--- src/rtl/mem_arbiter.sv ---
// Round-robin two-port arbiter for the shared single-port program/data memory.
// Latency: grant in IDLE at n, mem_addr at n+1, ack at n+3; requesters hold req until ack (no queueing).
module mem_arbiter #(
    parameter int AW = 16,
    parameter int DW = 16
) (
    input  logic          clk,
    input  logic          rst,
    input  logic          req0,
    input  logic          we0,
    input  logic [AW-1:0] addr0,
    input  logic [DW-1:0] wdata0,
    output logic [DW-1:0] rdata0,
    output logic          ack0,
    input  logic          req1,
    input  logic          we1,
    input  logic [AW-1:0] addr1,
    input  logic [DW-1:0] wdata1,
    output logic [DW-1:0] rdata1,
    output logic          ack1,
    output logic [AW-1:0] mem_addr,
    output logic [DW-1:0] mem_wdata,
    output logic          mem_we,
    input  logic [DW-1:0] mem_rdata,
    output logic          busy
);

    typedef enum logic [1:0] {
        IDLE    = 2'd0,
        ACCESS  = 2'd1,
        CAPTURE = 2'd2,
        ACK     = 2'd3
    } state_t;

    typedef struct packed {
        logic          we;
        logic [AW-1:0] addr;
        logic [DW-1:0] wdata;
    } acc_t;

    state_t state_q, state_d;
    acc_t   acc_q, acc_sel;
    logic   gnt_q, gnt_d;
    logic   last_q;
    logic   grant;

    always_comb begin
        state_d = state_q;
        grant   = 1'b0;
        gnt_d   = gnt_q;
        unique case (state_q)
            IDLE: begin
                if (req0 || req1) begin
                    grant   = 1'b1;
                    // On a tie the port that did not win last time goes first.
                    gnt_d   = (req0 && req1) ? ~last_q : req1;
                    state_d = ACCESS;
                end
            end
            ACCESS:  state_d = CAPTURE;
            CAPTURE: state_d = ACK;
            ACK:     state_d = IDLE;
            default: state_d = IDLE;
        endcase
        acc_sel = gnt_d ? {we1, addr1, wdata1} : {we0, addr0, wdata0};
    end

    always_ff @(posedge clk) begin
        if (rst) begin
            state_q <= IDLE;
            gnt_q   <= 1'b0;
            last_q  <= 1'b1;
            acc_q   <= '0;
            mem_we  <= 1'b0;
            ack0    <= 1'b0;
            ack1    <= 1'b0;
            rdata0  <= '0;
            rdata1  <= '0;
        end else begin
            state_q <= state_d;
            ack0    <= (state_q == CAPTURE) && !gnt_q;
            ack1    <= (state_q == CAPTURE) && gnt_q;
            if (grant) begin
                gnt_q  <= gnt_d;
                last_q <= gnt_d;
                acc_q  <= acc_sel;
                mem_we <= acc_sel.we;
            end else if (state_q == ACCESS) begin
                mem_we <= 1'b0;
            end
            // Memory read data is valid in CAPTURE; writes leave rdata alone.
            if ((state_q == CAPTURE) && !acc_q.we) begin
                if (gnt_q) rdata1 <= mem_rdata;
                else       rdata0 <= mem_rdata;
            end
        end
    end

    assign mem_addr  = acc_q.addr;
    assign mem_wdata = acc_q.wdata;
    assign busy      = (state_q != IDLE);

endmodule

--- config.mk ---
export PLATFORM = sky130hd
export DESIGN_NAME = mem_arbiter
export DESIGN_NICKNAME = d
export VERILOG_FILES = /design/src/rtl/mem_arbiter.sv
export SDC_FILE = /design/constraint.sdc
export NUM_CORES = 1
export LEC_CHECK = 0
export CORE_MARGIN = 2
export CORE_UTILIZATION = 38
export CTS_CLUSTER_SIZE = 40
export DETAILED_ROUTE_END_ITERATION = 8
export PLACE_DENSITY_LB_ADDON = 0.15
export SYNTH_ARGS = -nofsm -noshare
export SYNTH_HDL_FRONTEND = slang
export SYNTH_SLANG_ARGS = --single-unit
--- constraint.sdc ---
create_clock -name clk -period 1.4 [get_ports clk]
set_input_delay 0.42 -clock clk [delete_from_list [all_inputs] [get_ports clk]]
set_output_delay 0.42 -clock clk [all_outputs]
set_load 0.05 [all_outputs]
-- Word-level counts from Yosys, hierarchy flattened
Cells that the tools add are included.
- reduce and logical (&&, ||, !) cells: 12
- muxes and demuxes: 10
- equality and inequality tests: 4
- bitwise logic cells: 2
- operator list (kind ; count):
    2-to-1 mux 33 bit ; 1
    case mux 2 bit (4 select lines) ; 1
    2-to-1 mux 1 bit ; 7
    equality test 2 bit (second input constant) ; 2
    logical AND 1 bit ; 4
    AND reduction 2 bit ; 2
    nonzero test 2 bit ; 2
    equality test 2 x 1 -> 1 bit (second input constant) ; 1
    zero test 1 bit ; 2
    zero test 2 bit ; 1
    2-to-1 mux 2 bit ; 1
    inequality test 2 bit (second input constant) ; 1
    NOT 1 bit ; 2
    logical OR 1 bit ; 1
- word-level logic and storage cells: 39
- output and inout bits: 68
- bits of input ports: 86
- register bits after elaboration: 72

-- Depth between registers and ports, before layout
- depth in word-level cells: 6
- mapped depth: 8
- depth with buffers taken out: 5

-- Worst setup path before layout
No wires, ideal clock.
- kind: register to register
- start point: reg state_q[0]
- end point: reg acc_q, in the netlist mem_addr[11]
- slack: -0.144 ns
- period minus slack after synthesis: 1.544 ns
- data arrival time: 1.411 ns
- setup time: 0.134 ns
- cell stages (with the launch flop): 8
- path buffers: 2
- cells stage by stage: dfxtp_1 > inv_1 > ha_1 > buf_6 > inv_2 > buf_2 > a2111oi_0 > nor4_1
- cells in the longest elaborated chain, start to end: 3
- elaborated cells on any way between the ends: 4
- RTL lines (what ; line ; source):
    start: declaration ; 41 ; state_t state_q, state_d;
    start signal: assignment ; 80 ; state_q <= state_d;
    zero test 2 bit (*) ; 51 ; unique case (state_q)
    2-to-1 mux 1 bit ; 51 ;
    2-to-1 mux 33 bit ; 65 ; acc_sel = gnt_d ? {we1, addr1, wdata1} : {we0, addr0, wdata0};
    end signal: assignment ; 86 ; acc_q <= acc_sel;
    end: declaration ; 42 ; acc_t acc_q, acc_sel;
Every way passes the cells marked *; elsewhere a longest branch is shown, timed or not.
A chain may end at the register's enable or synchronous reset.

-- Worst setup path after layout
- start point: reg state_q[0]
- end point: out busy
- cells in the longest elaborated chain, start to end: 1
- RTL lines (what ; line ; source):
    nonzero test 2 bit ; 101 ; assign busy = (state_q != IDLE);
    end: declaration ; 25 ; output logic busy
Every way passes these cells.

==> results summary <==
Of the total synthesized cell area, the portion taken by XOR and XNOR cells is 0. The routed design could run at a clock period as short as 1.61 ns. The area share of the largest cell type after synthesis came out at 0.429. The synthesized design spends more area on one cell type than any other, namely dfxtp_1. The post-detailed-placement half-perimeter wirelength came out at 7490 µm.

The max-capacitance violation count came out at 0. The startpoint of the worst-slack reg-to-reg timing path is state_q[0]. The unique cell type count in the Yosys netlist came out at 34. The worst hold path class is in2reg.

The worst setup path is captured at a primary output. The sequential fraction of the synthesis area came out at 0.429. The flow ran to the end, but the final reports show violations. The average cell area after synthesis is 8.33 µm². The initial utilization of the core area, before any placement, comes to 0.389. The horizontal extent of the die came out at 98.0 µm. The maximum root-to-sink buffer count came out at 2. The number of antenna violations at the first check in global routing came out at 0. The row count came out at 34. The total standard cell area after synthesis is 0.00336 mm². The required time of the worst setup path is 0.98 ns. In this run, synthesis produced a sequential element count of 72. The routability congestion estimate came out at 0.774. The worst setup slack before clock tree synthesis is -0.491 ns. The residual antenna-violating net count after detailed routing is 0.

At the later pin of the worst-skew pair, clock insertion delay measures 0.35 ns. The region available for standard cell placement spans 0.00864 mm². During I/O placement, the number of pins put on the boundary was 154. The antenna cell count is 0.

The tightest slew margin relative to the limit came out at 0.755. The kind of critical path is reg2out. The chip height is 98.0 µm. The count of clock tree sinks came out at 72. The first detailed-routing pass took 4 iterations. The endpoint arrival time on the critical path came out at 1.19 ns. By area, the combinational part of the netlist is dominated by simple AND/OR/NAND/NOR gates. The worst hold path begins at rst. After detailed routing, the number of remaining DRC violations is 0. The switching power of the nets came out at 0.00470 W.

The worst-case vdd ir drop is 1.16 mV. The TritonCTS buffer count is 9. The critical path startpoint category is a register.

The area growth from synthesis to final layout is 91.4%. Once layout is complete, the utilization of the core stands at 0.744. The switching share of power is 0.419. The number of hold-repair buffers added at the cts stage is 0. The cell area power density is 1750 mW/mm². The final reports fail on negative setup slack. The total number of vias is 3530.

The adder-cell area share of the yosys netlist is 0.0149. The share of cell area taken by muxes after synthesis came out at 0. Dividing the detail-routed via count by the number of cells gives 5.38. The number of pins with negative max-slew slack in the final report is 0. The final setup slack of the worst path came out at -0.215 ns. The setup check on the worst reg-to-reg path leaves a slack of -0.14 ns.

The cell count after synthesis came out at 403. The total wirelength of the detailed-routed design is 11600 µm. The wire length per cell is 17.7 µm. The number of failing hold endpoints at the final stage is 0.

The count of port buffers added during placement is 153. After global routing the overflow that remains totals 0. Entering global routing, the biggest net connects 38 pins. The H-tree depth reported by CTS is 3. The maximum net fanout on the critical path came out at 2. The total leakage power came out at 2.30 nW. The relative contribution of sequential cells to total power came out at 0.264.

The via count of the first global-routing pass was 3607. The part of the total power dissipated in combinational logic is 0.586. Of the total synthesized cell area, the portion taken by AND, OR, NAND and NOR gates is 0.255.

The highest achievable clock rate came out at 619 MHz. The post-synthesis compound-gate area fraction came out at 0.155. The clock-pin transition on the worst setup and hold timing paths is 0.08 ns. The warning count from the yosys run came out at 0. The most common library cell in the layout ignoring fill and taps is clkdlybuf4s50_1. The area enclosed by the die boundary came out at 0.00960 mm². Of the cells placed in the final design, the portion with a size suffix greater than 1 is 0.374.

Across every metal layer, demand over resource in global routing totals 0.234. Leaving out fill and tap cells, the most frequent cells in the layout are clkdlybuf4s50_1 (82), buf_12 (75), dfxtp_1 (69), nand2_1 (47), nor2_1 (34). The clock group share of total power came out at 0.150.

Sorting the synthesized cells by area gives the leading types as dfxtp_1 (43%), a2111oi_0 (8.3%), buf_4 (7.4%). Setup repair after global routing could not meet its margin everywhere. The first-pass GRT wire length is 18100 µm.

For this block, the initial DRC count from the detailed router was 124. The final period utilization came out at 1.15. The root buffer selected by CTS is clkbuf_8.

The number of nets handed over by synthesis was 493. At the end of the flow, the number of nets in the layout was 633. In this run the worst setup path begins at state_q[0]. For the final database, setup skew stands at 0.00788 ns. The internal cell power came out at 0.00653 W. Setup violations remaining at the end of the flow were counted as 54. The actual transition at the worst max-transition pin came out at 0.358 ns. TritonCTS built the clock tree.
[state kept, by name (all words and copies together) (netlist names)]
signal / flops
ack1: 1
gnt_q: 1
mem_we: 1
mem_wdata: 16
state_q: 2
acc_q: 1
last_q: 1
mem_addr: 16
rdata0: 16
rdata1: 16
ack0: 1
[metrics by stage]
stage / std cells / area (µm²) / setup TNS [ns] / hold slack, ns / power [W]
floorplan: 403 / 3570 / -0.651 / 0.461 / 0.00633
global placement: 630 / 5730 / -14.52 / 0.479 / 0.00841
detailed placement: 630 / 5730 / -16.44 / 0.487 / 0.00851
CTS: 656 / 6310 / -3.03 / 0.433 / 0.0111
global route: 656 / 6430 / -8.47 / 0.444 / 0.0117
finish: 656 / 6430 / -3.67 / 0.437 / 0.0112
[cells by family after synthesis]
kind of cell             after synthesis
AO/OA/AOI/OAI                         75
adder cells (fa/ha/maj)                4
AND/OR/NAND/NOR                      175
buffers and inverters                 77
flip-flops                            72
[what timing repair did]
item,4_1_cts,5_1_grt
setup buffers,5,0
pin swaps,11,12
cloned,5,0
setup endpoints to repair,64,69
gates resized for setup,40,26
[cells in the mapped netlist]
cell type,instances
nand2_1,56
o22ai_1,1
nor2b_2,1
or3b_1,1
nand2_2,10
nor3b_1,1
inv_2,1
buf_6,8
nand3b_1,1
a2111oi_0,32
nand2b_1,2
buf_4,33
dfxtp_1,72
a2bb2oi_1,1
o32ai_1,1
a22oi_1,1
or4b_1,1
o21ai_0,1
ha_1,4
a211oi_1,1
and3b_1,2
nor4_1,32
a21oi_1,33
a311oi_1,1
o21a_1,1
a21boi_0,1
nor2_1,34
inv_1,4
clkbuf_1,18
nand3_1,1
nor3_1,32
o31ai_1,1
buf_2,13
nor3b_4,1
[power by group through the flow]
stage               clock (W)  sequential [W]  combinational (W)
floorplan                   0         0.00304            0.00329
global placement            0         0.00299            0.00543
detailed placement          0         0.00300            0.00551
CTS                   0.00170         0.00297            0.00645
global route          0.00177         0.00302            0.00689
finish                0.00168         0.00297            0.00659
[layer usage]
layer / global-route usage / part of all wire
met5: 0 / 0
met4: 0.0801 / 0.019
met3: 0.0702 / 0.069
met2: 0.415 / 0.51
met1: 0.267 / 0.40
[critical path: stages, from the launching register on]
cell and delay [ns]:
dfxtp_2 0.35, inv_2 0.05, ha_4 0.16, inv_4 0.06
buf_12 0.10, buf_12 0.12
[path summary, 6_finish.rpt]
check	endpoint	cells after the start
setup reg to reg	mem_addr[15]	8
hold reg to reg	rdata1[2]	2
setup / recovery	busy	5
hold / removal	mem_we	3
[final cells by class]
type,instances,area [µm²]
clock buffers,10,128
clock inverters,6,68.8
well taps,108,135
multi-input cells,254,1840
flip-flops and latches,72,1450
inverters,5,21.3
fillers,598,2210
repair buffers,201,2790
(Power assumes the default switching activity.)
